===== src/rtl/seven_segment_scanner.sv =====
// Time-multiplexed driver for a 4-digit common-anode seven-segment display.
// Scans one hex digit per refresh slot with blanking, leading-zero suppression and decimal points.
module seven_segment_scanner #(
    parameter int unsigned REFRESH_DIV = 100000,
    parameter int unsigned BLANK_CYC   = 2
) (
    input  logic        clk,
    input  logic        rst,
    input  logic        load,
    input  logic [15:0] value,
    input  logic [3:0]  dp_in,
    input  logic        blank_lz,
    input  logic        enable,
    output logic [7:0]  seg,
    output logic [3:0]  an,
    output logic        digit_tick
);

    localparam int unsigned CNT_W = (REFRESH_DIV > 2) ? $clog2(REFRESH_DIV) : 1;
    localparam logic [CNT_W-1:0] CNT_MAX   = CNT_W'(REFRESH_DIV - 1);
    localparam logic [CNT_W-1:0] CNT_BLANK = CNT_W'(BLANK_CYC);

    logic [CNT_W-1:0] cnt, cnt_d;
    logic [1:0]       idx, idx_d;
    logic [15:0]      val_q, val_d;
    logic [3:0]       dp_q, dp_d;
    logic [7:0]       seg_d;
    logic [3:0]       an_d;
    logic             tick_d;
    logic [3:0]       nib;
    logic [3:0]       suppress;

    // Active-low g..a pattern for one hex nibble, decimal point excluded
    function automatic logic [6:0] hex7(input logic [3:0] n);
        case (n)
            4'h0: hex7 = 7'h40;
            4'h1: hex7 = 7'h79;
            4'h2: hex7 = 7'h24;
            4'h3: hex7 = 7'h30;
            4'h4: hex7 = 7'h19;
            4'h5: hex7 = 7'h12;
            4'h6: hex7 = 7'h02;
            4'h7: hex7 = 7'h78;
            4'h8: hex7 = 7'h00;
            4'h9: hex7 = 7'h10;
            4'hA: hex7 = 7'h08;
            4'hB: hex7 = 7'h03;
            4'hC: hex7 = 7'h46;
            4'hD: hex7 = 7'h21;
            4'hE: hex7 = 7'h06;
            default: hex7 = 7'h0E;
        endcase
    endfunction

    // A digit is a leading zero only if it and every digit to its left are zero and its dp is off
    assign suppress = {blank_lz && (val_q[15:12] == 4'h0)  && !dp_q[3],
                       blank_lz && (val_q[15:8]  == 8'h00) && !dp_q[2],
                       blank_lz && (val_q[15:4]  == 12'h000) && !dp_q[1],
                       1'b0};

    assign nib = val_q[{idx, 2'b00} +: 4];

    always_comb begin
        cnt_d  = cnt + CNT_W'(1);
        idx_d  = idx;
        tick_d = 1'b0;
        val_d  = val_q;
        dp_d   = dp_q;
        an_d   = 4'hF;
        seg_d  = 8'hFF;

        if (cnt == CNT_MAX) begin
            cnt_d  = '0;
            idx_d  = idx + 2'd1;
            tick_d = 1'b1;
        end

        if (load) begin
            val_d = value;
            dp_d  = dp_in;
        end

        // Dark at the head of each slot so the previous digit does not ghost into the next
        if (enable && (cnt >= CNT_BLANK)) begin
            an_d = ~(4'b0001 << idx);
            if (!suppress[idx]) begin
                seg_d = {~dp_q[idx], hex7(nib)};
            end
        end
    end

    always_ff @(posedge clk) begin
        if (rst) begin
            cnt        <= '0;
            idx        <= 2'd0;
            val_q      <= 16'h0000;
            dp_q       <= 4'h0;
            seg        <= 8'hFF;
            an         <= 4'hF;
            digit_tick <= 1'b0;
        end else begin
            cnt        <= cnt_d;
            idx        <= idx_d;
            val_q      <= val_d;
            dp_q       <= dp_d;
            seg        <= seg_d;
            an         <= an_d;
            digit_tick <= tick_d;
        end
    end

endmodule


===== config.mk =====
export PLATFORM = sky130hd
export DESIGN_NAME = seven_segment_scanner
export DESIGN_NICKNAME = d
export VERILOG_FILES = /design/src/rtl/seven_segment_scanner.sv
export SDC_FILE = /design/constraint.sdc
export NUM_CORES = 1
export LEC_CHECK = 0
export CAP_MARGIN = 20
export CORE_UTILIZATION = 45
export DETAILED_ROUTE_END_ITERATION = 16
export PLACE_DENSITY = 0.69
export SLEW_MARGIN = 25
export SYNTH_ARGS = -nofsm -noshare
export SYNTH_HDL_FRONTEND = slang
export SYNTH_SLANG_ARGS = --single-unit

===== constraint.sdc =====
create_clock -name clk -period 3 [get_ports clk]
set_input_delay 0.6 -clock clk [delete_from_list [all_inputs] [get_ports clk]]
set_output_delay 0.6 -clock clk [all_outputs]
set_load 0.02 [all_outputs]

## Word-level counts from Yosys, hierarchy flattened

Memories as Yosys holds them, arrays and structs flattened. A register that Yosys moved wholly into a read port is not among the register bits.
Cells that the tools add are included.
W data, S select, Z words.

| storage, ports and cells | value |
|---|---|
| register bits after elaboration | 52 |
| memory bits (read-only) | 112 |
| input bits | 25 |
| output and inout bits | 13 |
| word-level logic and storage cells | 39 |
| memories kept | 1 |

| operators by class | value |
|---|---|
| add/subtract/negate cells | 2 |
| $lt $le $gt $ge | 2 |
| eq/ne operators | 1 |
| shift operators | 2 |
| multiplexer cells | 5 |
| bitwise logic cells | 3 |
| reduce and logical (&&, ||, !) cells | 16 |

Memory list:

| memory | depth | bits a word | rd ports | clocked after Yosys merged registers in | wr ports | RTL line | RTL |
|---|---|---|---|---|---|---|---|
| (name not given) | 16 | 7 | 1 | 1 | 0 | 35 | `case (n)` |

Operators with widths:

| kind | count |
|---|---|
| $add A17 B1 Y17 const B | 1 |
| $eq A17 B17 Y1 const B | 1 |
| $ge A17 B2 Y1 const B | 1 |
| $shiftx A16 B5 Y4 | 1 |
| $logic_not A12 Y1 | 1 |
| $logic_not A8 Y1 | 1 |
| $logic_and A1 B1 Y1 | 7 |
| $bmux W1 S2 | 2 |
| $logic_not A4 Y1 | 1 |
| $not A4 Y4 | 1 |
| $reduce_or A2 Y1 | 2 |
| $shl A1 B2 Y4 const A | 1 |
| $logic_not A1 Y1 | 3 |
| $lt A2 B3 Y1 const B | 1 |
| $mux W1 | 3 |
| $reduce_or A3 Y1 | 1 |
| $add A2 B1 Y2 const B | 1 |
| $not A1 Y1 | 2 |

## Logic depth before layout (Yosys ltp)

| depth | value |
|---|---|
| depth after elaboration | 6 |
| gate-level depth with buffers | 7 |
| mapped depth without buffers | 6 |

## Least setup slack after synthesis

Ideal clock, no wire load.

| path | value |
|---|---|
| path kind | flip-flop to flip-flop |
| from | reg idx[0] |
| to | reg seg[0] |
| setup time | 0.138 ns |
| arrival | 1.976 ns |
| data required time | 2.862 ns |
| path slack | 0.886 ns |
| stages on the path, launching flop included | 7 |
| buffers on the path | 1 |
| clock period less this slack | 2.114 ns |
| cells stage by stage | dfxtp_1 buf_6 mux4_1 ha_1 mux2_4 a221oi_2 nand4_1 |

| on the way | value |
|---|---|
| cells in the longest elaborated chain, start to end | 3 |
| elaborated cells between the ends (all ways) | 4 |
| classes of those cells | shift (1); mux (2); reduce/logical (1) |

Ends and longest elaborated chain:

| item | RTL line | RTL |
|---|---|---|
| start: declaration | 24 | `logic [1:0] idx, idx_d;` |
| start signal: assignment | 103 | `idx <= idx_d;` |
| parallel branches: the longest is 3 deep, another holds $shiftx A16 B5 Y4 | n/a |  |
| end: declaration | 14 | `output logic [7:0] seg,` |

Several ways; the timed one is not identified. The select of a mux whose other input is x is not followed.
A chain may end at the register's enable or synchronous reset.

## Worst setup path in the final report

| path | value |
|---|---|
| from | reg idx[0] |
| to | reg seg[1] |

The elaborated chain is that of the path after synthesis.

==> flow_metrics.tcl <==
set metrics [dict create \
    synth_top_area_share_pct 42.00 \
    tns_ps 0 \
    yosysTopAreaCell "dfxtp_1" \
    critical_path_class "register to register" \
    irDropWorstVdd_v 0.0002604 \
    syn-num-nets 288 \
    root_buffer "clkbuf_8" \
    gp_congestion 0.8197 \
    rr_worst_depth 6 \
    synth_area_leaders "dfxtp_1 42%, mux2i_1 8.9%, ha_1 6.1%, nor2_1 5.3%, mux4_1 3.2%" \
    wl_per_cell_um 13.65 \
    ys_seq_area_share_pct 42.00 \
    power.share.clock_pct 29.2 \
    outcome "complete, no violations" \
    drtIter0Drc 135 \
    p_comb_share_pct 12.7 \
    p_leak_nw 1.130 \
    hold_start "cnt[0]" \
    swShare_pct 23.96 \
    grt_pass1_vias 1836 \
    core_area_um2 5205 \
    ios 38 \
    overflow 0 \
    p_int_mw 0.9647 \
    wl_um 4831 \
    cpMaxStageDelayCell "mux4_2" \
    power.density_nw_per_um2 428.9 \
    fin_crit_sh_pct 70.76 \
    port_buffers 37 \
    skew_ps 7.189 \
    drive_gt1_share_pct 7.746 \
    hold_path_depth 1 \
    diodes 0 \
    worstPathArrival_ps 2270 \
    crit_path_start_kind "register" \
    die_area_um2 5809 \
    grt_max_degree 26 \
    grt_usage_pct 18.13 \
    hpwl_um 3574 \
    num_rows 26 \
    dr_total_vias 1892 \
    min_period_ps 2123 \
    r2r-end "seg[1]" \
    fp.dieW_um 76.22 \
    drc 0 \
    cts_num_sinks 52 \
    nNetsFinal 321 \
    path_cells "buf_4 -> mux4_2 -> inv_1 -> ha_1 -> o211ai_1 -> o2111ai_1" \
    cp_slowest_stage_delay_ps 580 \
    synthArstFlopShare_pct 0 \
    ys_warn_count 0 \
    cp_num_buf_inv 2 \
    hold_path.class "register to register" \
    ys.flop_type "dfxtp_1" \
    synth_edf_count 0 \
    die_h_um 76.22 \
    power_switching_mw 0.3040 \
    endpoint_kind "register" \
    viasPerCell 5.345 \
    power_frac_seq_pct 58.0 \
    start_util_pct 47.62 \
    final_hold_viol_count 0 \
    synth_seq_cells 52 \
    worst_slew_pin_slew_ps 550.7 \
    ys_top_cells_by_count "52 x dfxtp_1, 35 x nor2_1, 22 x mux2i_1" \
    reg2reg_slack_ps 880 \
    synthMostInstantiatedCell "dfxtp_1" \
    synth_cell_types 44 \
    syn_to_final_growth_pct 19.33 \
    clkLatencyLatePin_ps 300 \
    dpl_cell_area_um2 2880 \
    clockBufferDepth 2 \
    min_to "cnt[0]" \
    path_clk_slew_ps 90 \
    cts_buffers 5 \
    setup_viol 0 \
    final_area_um2 2958 \
    rsz0062_at_grt "false" \
    drt-pass1-iter-count 4 \
    cts_hold_buf 0 \
    regToRegStartpoint "idx[0]" \
    post_cts_resized 0 \
    fmaxAchievable_mhz 471.1 \
    slew_viol_final 0 \
    drt.antenna.violating_nets 0 \
    drv_cap 0 \
    syn-mean-instance-area_um2 9.875 \
    cts.htree.levels 2 \
    grt_pass1_wl_um 8535 \
    postCtsSetupBuffers 0 \
    post_synth_inst_count 251 \
    crit_required_ps 3140 \
    cts_tree "done" \
    grt_antenna_before_repair 0 \
    cp_top_family "multiplexers" \
    netlist_area_um2 2479 \
    relSlewSlack_pct 62.95 \
    cp_max_fo 12 \
]
layout make-up:
type | count | area (um^2)
Inverter | 6 | 22.52
Multi-Input combinational cell | 178 | 1329
Timing Repair Buffer | 41 | 400.4
Clock inverter | 1 | 5.005
Tap cell | 70 | 87.58
Fill cell | 473 | 2247
Sequential cell | 52 | 1041
Clock buffer | 6 | 72.57
cells in the final DEF, fill, tap and decap left out, types with 2 or more instances in the layout:
master           synthesis  final
dfxtp_1                 52     52
o2111ai_1                4      4
a21oi_1                  9      9
nor2_1                  35     35
or3_1                    5      5
mux4_2                   2      2
or4_1                    2      2
mux4_1                   3      3
nand2b_1                 3      3
clkdlybuf4s50_1          0     37
mux2_4                   2      2
o21ai_0                  8      8
or4_4                    2      2
nor4_1                   4      4
nand2_1                 12     12
ha_1                    12     12
mux2i_1                 22     22
buf_4                    1      4
and3_1                   3      3
nand3_1                 10     10
inv_1                    6      6
clkbuf_8                 0      5
xor2_1                   8      8
o211ai_1                 2      2
o21ai_1                  2      2
xnor2_1                  2      2
nand4_1                 10     10
how the worst max path moves through the flow:
stage           start  endpoint  slack [ps]  cells after the start
2_1_floorplan  idx[0]    seg[0]         890                      6
3_3_place_gp   idx[1]    seg[0]         990                      5
3_5_place_dp   idx[1]    seg[0]         910                      6
4_1_cts        idx[1]    seg[0]         870                      6
5_1_grt        idx[1]    seg[0]         690                      6
6_report       idx[0]    seg[1]         880                      6
power by group through the flow:
stage,Combinational [mW],Sequential (mW),Clock (mW)
after detailed placement,0.162,0.752,0
after floorplan,0.0923,0.754,0
after global placement,0.159,0.753,0
after CTS,0.163,0.736,0.383
after global routing,0.178,0.740,0.411
final,0.162,0.736,0.371
state kept, by name, summed over array words and instances, names as in the netlist:
register	count
idx	2
seg	8
cnt	17
val_q	16
digit_tick	1
an	4
dp_q	4
routing by layer:
layer | vias to the layer above | routed length (um) | track usage, %
met2 | 49 | 2060 | 27.48
met4 | 0 | 55 | 6.154
li1 | 958 | - | -
met3 | 6 | 191 | 2.874
met1 | 879 | 2523 | 26.13
met5 | - | 0 | 0
logic make-up (layout without fill, tap and decap cells):
kind of cell	Yosys count	count (layout)	share of synthesized area, %
xor+xnor	10	10	3.534
flops	52	52	42.00
buf+inv	21	54	4.392
fa+ha+maj	12	12	6.057
mux	30	30	15.55
simple gates	95	95	20.34
compound gates	31	31	8.127
worst register-to-register path: cells and delay by family (launching register included):
kind,cells,cell delay [ps]
compound gates,2,370
buf+inv,2,380
mux,1,580
fa+ha+maj,1,280
flops,1,360
stage by stage:
step | cells | total power, mW | setup slack (ps) | util (%) | hold WS (ps)
2_1_floorplan | 251 | 0.8466 | 886.2 | - | 425.5
3_3_place_gp | 347 | 0.9118 | 988.2 | 55.34 | 441.0
3_5_place_dp | 347 | 0.9139 | 905.1 | 55.34 | 451.2
4_1_cts | 354 | 1.281 | 868.6 | 56.83 | 471.2
5_1_grt | 354 | 1.330 | 688.7 | 56.83 | 504.3
6_report | 354 | 1.269 | 877.2 | 56.83 | 464.6
Power figures use the tool's default switching activity.
